### src/rtl/risc_pkg.sv
// Shared VeryRISC definitions: opcode values, default memory geometry and
// the program-loader state encoding.
package risc_pkg;

  localparam int unsigned ADDR_W_DEF = 5;
  localparam int unsigned DATA_W_DEF = 8;
  localparam int unsigned RUN_W      = 16;
  localparam int unsigned LEN_W      = 6;

  localparam logic [2:0] HLT = 3'd0;
  localparam logic [2:0] SKZ = 3'd1;
  localparam logic [2:0] ADD = 3'd2;
  localparam logic [2:0] AND = 3'd3;
  localparam logic [2:0] XOR = 3'd4;
  localparam logic [2:0] LDA = 3'd5;
  localparam logic [2:0] STO = 3'd6;
  localparam logic [2:0] JMP = 3'd7;

  typedef enum logic [2:0] {
    ST_IDLE = 3'd0,
    ST_LOAD = 3'd1,
    ST_ARM  = 3'd2,
    ST_RUN  = 3'd3,
    ST_DONE = 3'd4
  } loader_state_e;

  // An image length must be non-zero and fit in the program memory.
  function automatic logic len_legal(input logic [LEN_W-1:0] len,
                                     input int unsigned depth);
    return (len != '0) && (32'(len) <= depth);
  endfunction

endpackage

### src/rtl/risc_loader_if.sv
// Byte-stream valid/ready port feeding the program loader.
interface risc_loader_if #(
  parameter int unsigned DATA_W = risc_pkg::DATA_W_DEF
);
  logic              in_valid;
  logic              in_ready;
  logic [DATA_W-1:0] in_data;

  modport master (output in_valid, output in_data, input in_ready);
  modport slave  (input in_valid, input in_data, output in_ready);
endinterface

### src/rtl/risc_loader_sat_counter.sv
// Enable/clear up-counter that stops at LIMIT and flags the step that reaches it.
module sat_counter #(
  parameter int unsigned W     = 16,
  parameter int unsigned LIMIT = 4095
) (
  input  logic         clk,
  input  logic         rst,
  input  logic         clear,
  input  logic         en,
  output logic [W-1:0] count,
  output logic         last_c
);

  assign last_c = (count == W'(LIMIT - 1));

  always_ff @(posedge clk or negedge rst) begin
    if (!rst) begin
      count <= '0;
    end else if (clear) begin
      count <= '0;
    end else if (en && (count != W'(LIMIT))) begin
      count <= count + W'(1);
    end
  end

endmodule

### src/rtl/risc_loader.sv
// Streams a length-prefixed image into program memory with the CPU held in
// reset, then releases the CPU and counts clocks until halt or timeout.
module risc_loader
  import risc_pkg::*;
#(
  parameter int unsigned ADDR_W     = ADDR_W_DEF,
  parameter int unsigned DATA_W     = DATA_W_DEF,
  parameter int unsigned MAX_CYCLES = 4095
) (
  input  logic              clk,
  input  logic              rst,
  input  logic              clear,
  risc_loader_if.slave      stream,
  output logic              mem_we,
  output logic [ADDR_W-1:0] mem_addr,
  output logic [DATA_W-1:0] mem_wdata,
  output logic              cpu_rst,
  input  logic              halt,
  output logic              done,
  output logic              timeout,
  output logic              err,
  output logic [RUN_W-1:0]  run_cycles
);

  localparam int unsigned DEPTH = 2 ** ADDR_W;

  loader_state_e     state, state_next;
  logic [LEN_W-1:0]  len_q, len_d;
  logic [LEN_W-1:0]  idx_q, idx_d;
  logic              ready_q, ready_d;
  logic              we_d, err_d, done_d, timeout_d, cpu_rst_d;
  logic [ADDR_W-1:0] addr_d;
  logic [DATA_W-1:0] wdata_d;
  logic              accept;
  logic              cnt_en;
  logic              at_limit;

  assign stream.in_ready = ready_q;
  assign accept          = stream.in_valid && ready_q;

  sat_counter #(
    .W     (RUN_W),
    .LIMIT (MAX_CYCLES)
  ) u_run_cnt (
    .clk    (clk),
    .rst    (rst),
    .clear  (clear),
    .en     (cnt_en),
    .count  (run_cycles),
    .last_c (at_limit)
  );

  // Next state and next registered outputs.
  always_comb begin
    state_next = state;
    len_d      = len_q;
    idx_d      = idx_q;
    we_d       = 1'b0;
    addr_d     = mem_addr;
    wdata_d    = mem_wdata;
    err_d      = 1'b0;
    timeout_d  = timeout;
    cnt_en     = 1'b0;

    if (clear) begin
      state_next = ST_IDLE;
      timeout_d  = 1'b0;
    end else begin
      unique case (state)
        ST_IDLE: begin
          if (accept) begin
            if (len_legal(stream.in_data[LEN_W-1:0], DEPTH)) begin
              state_next = ST_LOAD;
              len_d      = stream.in_data[LEN_W-1:0];
              idx_d      = '0;
            end else begin
              err_d = 1'b1;
            end
          end
        end
        ST_LOAD: begin
          if (accept) begin
            we_d    = 1'b1;
            addr_d  = ADDR_W'(idx_q);
            wdata_d = stream.in_data;
            idx_d   = idx_q + LEN_W'(1);
            if (idx_d == len_q) begin
              state_next = ST_ARM;
            end
          end
        end
        ST_ARM: begin
          state_next = ST_RUN;
        end
        ST_RUN: begin
          if (halt) begin
            state_next = ST_DONE;
          end else begin
            cnt_en = 1'b1;
            if (at_limit) begin
              state_next = ST_DONE;
              timeout_d  = 1'b1;
            end
          end
        end
        ST_DONE: begin
          state_next = ST_DONE;
        end
        default: begin
          state_next = ST_IDLE;
        end
      endcase
    end

    ready_d   = (state_next == ST_IDLE) || (state_next == ST_LOAD);
    done_d    = (state_next == ST_DONE);
    // The CPU leaves reset one clock after RUN is entered, once the last write has landed.
    cpu_rst_d = !((state == ST_RUN) && (state_next == ST_RUN));
  end

  // State register and registered outputs.
  always_ff @(posedge clk or negedge rst) begin
    if (!rst) begin
      state     <= ST_IDLE;
      len_q     <= '0;
      idx_q     <= '0;
      ready_q   <= 1'b1;
      cpu_rst   <= 1'b1;
      mem_we    <= 1'b0;
      mem_addr  <= '0;
      mem_wdata <= '0;
      done      <= 1'b0;
      timeout   <= 1'b0;
      err       <= 1'b0;
    end else begin
      state     <= state_next;
      len_q     <= len_d;
      idx_q     <= idx_d;
      ready_q   <= ready_d;
      cpu_rst   <= cpu_rst_d;
      // The loader owns the memory port only while the CPU is held in reset.
      mem_we    <= we_d && cpu_rst_d;
      mem_addr  <= addr_d;
      mem_wdata <= wdata_d;
      done      <= done_d;
      timeout   <= timeout_d;
      err       <= err_d;
    end
  end

endmodule
### src/flat_wrapper.sv
// flat-port wrapper written by rule: the top's interface ports become plain ports
module risc_loader_flat import risc_pkg::*;
#(
  parameter int unsigned ADDR_W     = ADDR_W_DEF,
  parameter int unsigned DATA_W     = DATA_W_DEF,
  parameter int unsigned MAX_CYCLES = 4095
)
  (clk, rst, clear, mem_we, mem_addr, mem_wdata, cpu_rst, halt, done, timeout, err, run_cycles, stream_in_valid, stream_in_data, stream_in_ready);
  risc_loader_if #(.DATA_W(DATA_W)) stream_i ();
  input  logic clk;
  input  logic rst;
  input  logic clear;
  output logic mem_we;
  output logic [ADDR_W-1:0] mem_addr;
  output logic [DATA_W-1:0] mem_wdata;
  output logic cpu_rst;
  input  logic halt;
  output logic done;
  output logic timeout;
  output logic err;
  output logic [RUN_W-1:0] run_cycles;
  input wire logic [$bits(stream_i.in_valid)-1:0] stream_in_valid;
  input wire logic [$bits(stream_i.in_data)-1:0] stream_in_data;
  output wire logic [$bits(stream_i.in_ready)-1:0] stream_in_ready;
  assign stream_i.in_valid = stream_in_valid;
  assign stream_i.in_data = stream_in_data;
  assign stream_in_ready = stream_i.in_ready;
  risc_loader #(.ADDR_W(ADDR_W), .DATA_W(DATA_W), .MAX_CYCLES(MAX_CYCLES)) u_core (.clk(clk), .rst(rst), .clear(clear), .stream(stream_i), .mem_we(mem_we), .mem_addr(mem_addr), .mem_wdata(mem_wdata), .cpu_rst(cpu_rst), .halt(halt), .done(done), .timeout(timeout), .err(err), .run_cycles(run_cycles));
endmodule
### config.mk
export PLATFORM = sky130hd
export DESIGN_NAME = risc_loader_flat
export DESIGN_NICKNAME = d
export VERILOG_FILES = /design/src/rtl/risc_pkg.sv /design/src/rtl/risc_loader_if.sv /design/src/rtl/risc_loader_sat_counter.sv /design/src/rtl/risc_loader.sv /design/src/flat_wrapper.sv
export SDC_FILE = /design/constraint.sdc
export NUM_CORES = 1
export LEC_CHECK = 0
export ABC_CLOCK_PERIOD_IN_PS = 3340
export CAP_MARGIN = 10
export CORE_UTILIZATION = 55
export CTS_CLUSTER_SIZE = 24
export DETAILED_ROUTE_END_ITERATION = 8
export PLACE_DENSITY = 0.92
export SETUP_SLACK_MARGIN = 0.1
export SLEW_MARGIN = 20
export SYNTH_ARGS = -nofsm -noshare
export SYNTH_HDL_FRONTEND = slang
export SYNTH_SLANG_ARGS = --single-unit
### constraint.sdc
create_clock -name clk -period 3.34 [get_ports clk]
set_input_delay 0.501 -clock clk [delete_from_list [all_inputs] [get_ports clk]]
set_output_delay 0.501 -clock clk [all_outputs]
set_load 0.01 [all_outputs]
==> flow_metrics.env <==
export IMPL_worst_pin_slew_ps=817
export IMPL_dieWidth_um=68.9
export IMPL_grt_pass1_wl_um=8520
export IMPL_track_usage=0.250
export IMPL_cp_data_arrival_time_ps=2710
export IMPL_final_max_slew_viol_count=0
export IMPL_wl_um=5240
export IMPL_ff_latch_area_sq_mm=0.00125
export IMPL_core_area_sq_mm=0.00414
export IMPL_ctsResizeCount=0
export IMPL_crit_family="simple AND/OR/NAND/NOR gates"
export IMPL_layout_nets=283
export IMPL_overflow=0
export IMPL_cp_slowest_stage_delay_ps=540
export IMPL_synth_area_leaders="dfrtp_1 49%, mux2_2 5.9%, xnor2_1 4.3%, mux2_4 3.7%, nor2_1 3.5%"
export IMPL_area_growth_pct=23.4
export IMPL_cts_root_buf="clkbuf_8"
export IMPL_fp_row_count=23
export IMPL_cts_num_sinks=50
export IMPL_initial_core_util=0.594
export IMPL_vdd_drop_max_uv=430
export IMPL_yosys_warnings=0
export IMPL_max_slew_margin_rel=0.454
export IMPL_r2r_cells=4
export IMPL_cts_made_buffers=5
export IMPL_grt_max_degree=51
export IMPL_slowest_stage="or4_1"
export IMPL_async_flop_share=1.00
export IMPL_synth_edf_count=0
export IMPL_post_dp_cell_area_sq_mm=0.00294
export IMPL_multi_input_area_sq_mm=0.00113
export IMPL_die_area_sq_mm=0.00475
export IMPL_tritoncts="yes"
export IMPL_clk_latency_ps=300
export IMPL_synth_top_area_frac=0.488
export IMPL_synth_top_cell_by_area="dfrtp_1"
export IMPL_synth_cell_types=48
export IMPL_cts_max_path_buffers=2
export IMPL_r2r_start="u_core.state[2]"
export IMPL_crit_path_start_kind="input port"
export IMPL_antenna_found_initial=0
export IMPL_ff2ff_setup_slack_ps=1230
export IMPL_fmax_mhz=398
export IMPL_path_cells="clkdlybuf4s50_1, or4_1, nor2_1, xnor2_1, and3_1, mux2_4"
export IMPL_gp_congestion=0.910
export IMPL_r2r_end="u_core.mem_addr[1]"
export IMPL_design_area_sq_mm=0.00304
export IMPL_hold_viol_final=0
export IMPL_fillCellCount=298
export IMPL_critPathBufInv=1
export IMPL_period_share=0.752
export IMPL_finClkSkew_ps=6.84
export IMPL_netlist_top_cells_count="48 x dfrtp_1, 23 x nor2_1, 13 x mux2_2, 12 x xnor2_1, 11 x nand2_1"
export IMPL_drv_cap=0
export IMPL_drive_gt1_frac=0.149
export IMPL_outcome="finished, final reports clean"
export IMPL_ys_ff_latch=50
export IMPL_h_tree_depth=2
export IMPL_antenna_cells=0
export IMPL_cts_hold_fix_buffers=0
export IMPL_port_buffers=47
export IMPL_worstSetupPathType="in2reg"
export IMPL_post_cts_buffers=0
export IMPL_finalCriticalPeriod_ps=2510
export IMPL_ys_seq_area_frac=0.509
export IMPL_drc=0
export IMPL_worstPathMaxFanout=8
export IMPL_avgSynthCellArea_sq_um=11.0
export IMPL_vias=1921
export IMPL_synth_flop_cell="dfrtp_1"
export IMPL_detailed_place_hpwl_um=3620
export IMPL_wire_per_inst_um=16.5
export IMPL_min_path_type="in2async"
export IMPL_die_y_um=68.9
export IMPL_drt_iter0_markers=124
export IMPL_first_global_vias=1770
export IMPL_setup_violations=0
export IMPL_synth_cells=223
export IMPL_netlist_area_sq_mm=0.00246
export IMPL_critPathRequiredTime_ps=3540
export IMPL_setup_tns_ps=0
export IMPL_clkTransAtPathRegs_ps=90
export IMPL_viasPerCell=6.04
export IMPL_syn_num_nets=239
export IMPL_num_io_pins=48
export IMPL_power_leakage_uw=0.00127
export IMPL_detail_route_antenna_nets=0
export IMPL_rsz0062_at_grt="no"
export IMPL_powerDensity_mw_per_mm2=528
export IMPL_firstDrtPassIters=5
export IMPL_end_kind="flip-flop"
export IMPL_yosysMostFrequentCell="dfrtp_1"
-- worst register-to-register path, cell delays in order, from the launching register on --
cell,delay (ps)
dfrtp_1,450
nand2b_2,240
or2_4,260
nor3_4,630
mux2_2,430
-- layer usage --
metal  GRT usage  vias up  part of all wire
li1            -      893                 -
met1       0.364      930              0.43
met2       0.363       85              0.49
met3      0.0395       13             0.058
met4       0.117        0             0.024
met5           0        -                 0
-- report_power, final --
group / total [uW] / internal [uW] / switching (uW)
clock network: 363 / 167 / 196
registers: 810 / 709 / 101
logic: 433 / 258 / 175
total: 1610 / 1130 / 472
-- worst max-delay path by stage --
stage                           start               to  slack [ps]  cells past startpoint
floorplan           stream_in_data[0]  u_core.len_q[0]        1330                      6
global placement    stream_in_data[0]  u_core.len_q[3]         670                      6
detailed placement  stream_in_data[0]  u_core.len_q[2]         520                      6
CTS                 stream_in_data[0]  u_core.len_q[2]         840                      6
global route        stream_in_data[0]  u_core.len_q[4]         760                      6
finish              stream_in_data[0]  u_core.len_q[2]         830                      6
-- stage by stage --
stage | util | total power, uW | hold slack, ps | std cells | worst slack, ps
6_report | 0.733 | 1610 | 194 | 318 | 829
5_1_grt | 0.733 | 1680 | 246 | 318 | 755
4_1_cts | 0.732 | 1610 | 429 | 318 | 841
3_5_place_dp | 0.710 | 1250 | 497 | 310 | 516
3_3_place_gp | 0.710 | 1220 | 488 | 310 | 667
2_1_floorplan | - | 1040 | 205 | 223 | 1330
-- cells in the final DEF (no fill, tap or decap), drive strengths merged, types with 3 or more instances in the layout --
| cell | netlist | layout |
|---|---|---|
| a21oi | 9 | 9 |
| a31oi | 4 | 4 |
| a41oi | 3 | 3 |
| and3 | 3 | 3 |
| and4 | 3 | 3 |
| clkbuf | 6 | 6 |
| clkdlybuf4s50 | 0 | 46 |
| dfrtp | 48 | 48 |
| ha | 3 | 3 |
| inv | 5 | 5 |
| mux2 | 19 | 19 |
| nand2 | 11 | 11 |
| nand3 | 8 | 8 |
| nor2 | 23 | 23 |
| nor3 | 10 | 10 |
| nor4 | 4 | 4 |
| o21ai | 5 | 5 |
| xnor2 | 12 | 12 |
| xor2 | 8 | 8 |
-- final cells by class --
| type | instances | share of cell area |
|---|---|---|
| inverter | 5 | 0.00618 |
| multi-input combinational | 157 | 0.373 |
| clock buffer | 6 | 0.0272 |
| tap | 50 | 0.0206 |
| sequential | 50 | 0.413 |
| clock inverter | 2 | 0.00412 |
| timing repair buffer | 48 | 0.157 |
-- cell families after synthesis --
| group | count (synthesis) | share of synthesized area |
|---|---|---|
| buf+inv | 16 | 0.0310 |
| mux | 21 | 0.104 |
| xor+xnor | 20 | 0.0711 |
| flops | 50 | 0.509 |
| simple gates | 79 | 0.176 |
| fa+ha+maj | 3 | 0.0152 |
| compound gates | 34 | 0.0930 |
-- registers in the layout, indices dropped and copies added (netlist names) --
register	flops
u_core.u_run_cnt.count	16
u_core.mem_wdata	8
u_core.idx_q	6
u_core.len_q	6
u_core.mem_addr	5
u_core.state	3
u_core.cpu_rst	1
u_core.done	1
u_core.err	1
u_core.mem_we	1
u_core.stream.in_ready	1
u_core.timeout	1
Power figures use the tool's default switching activity.
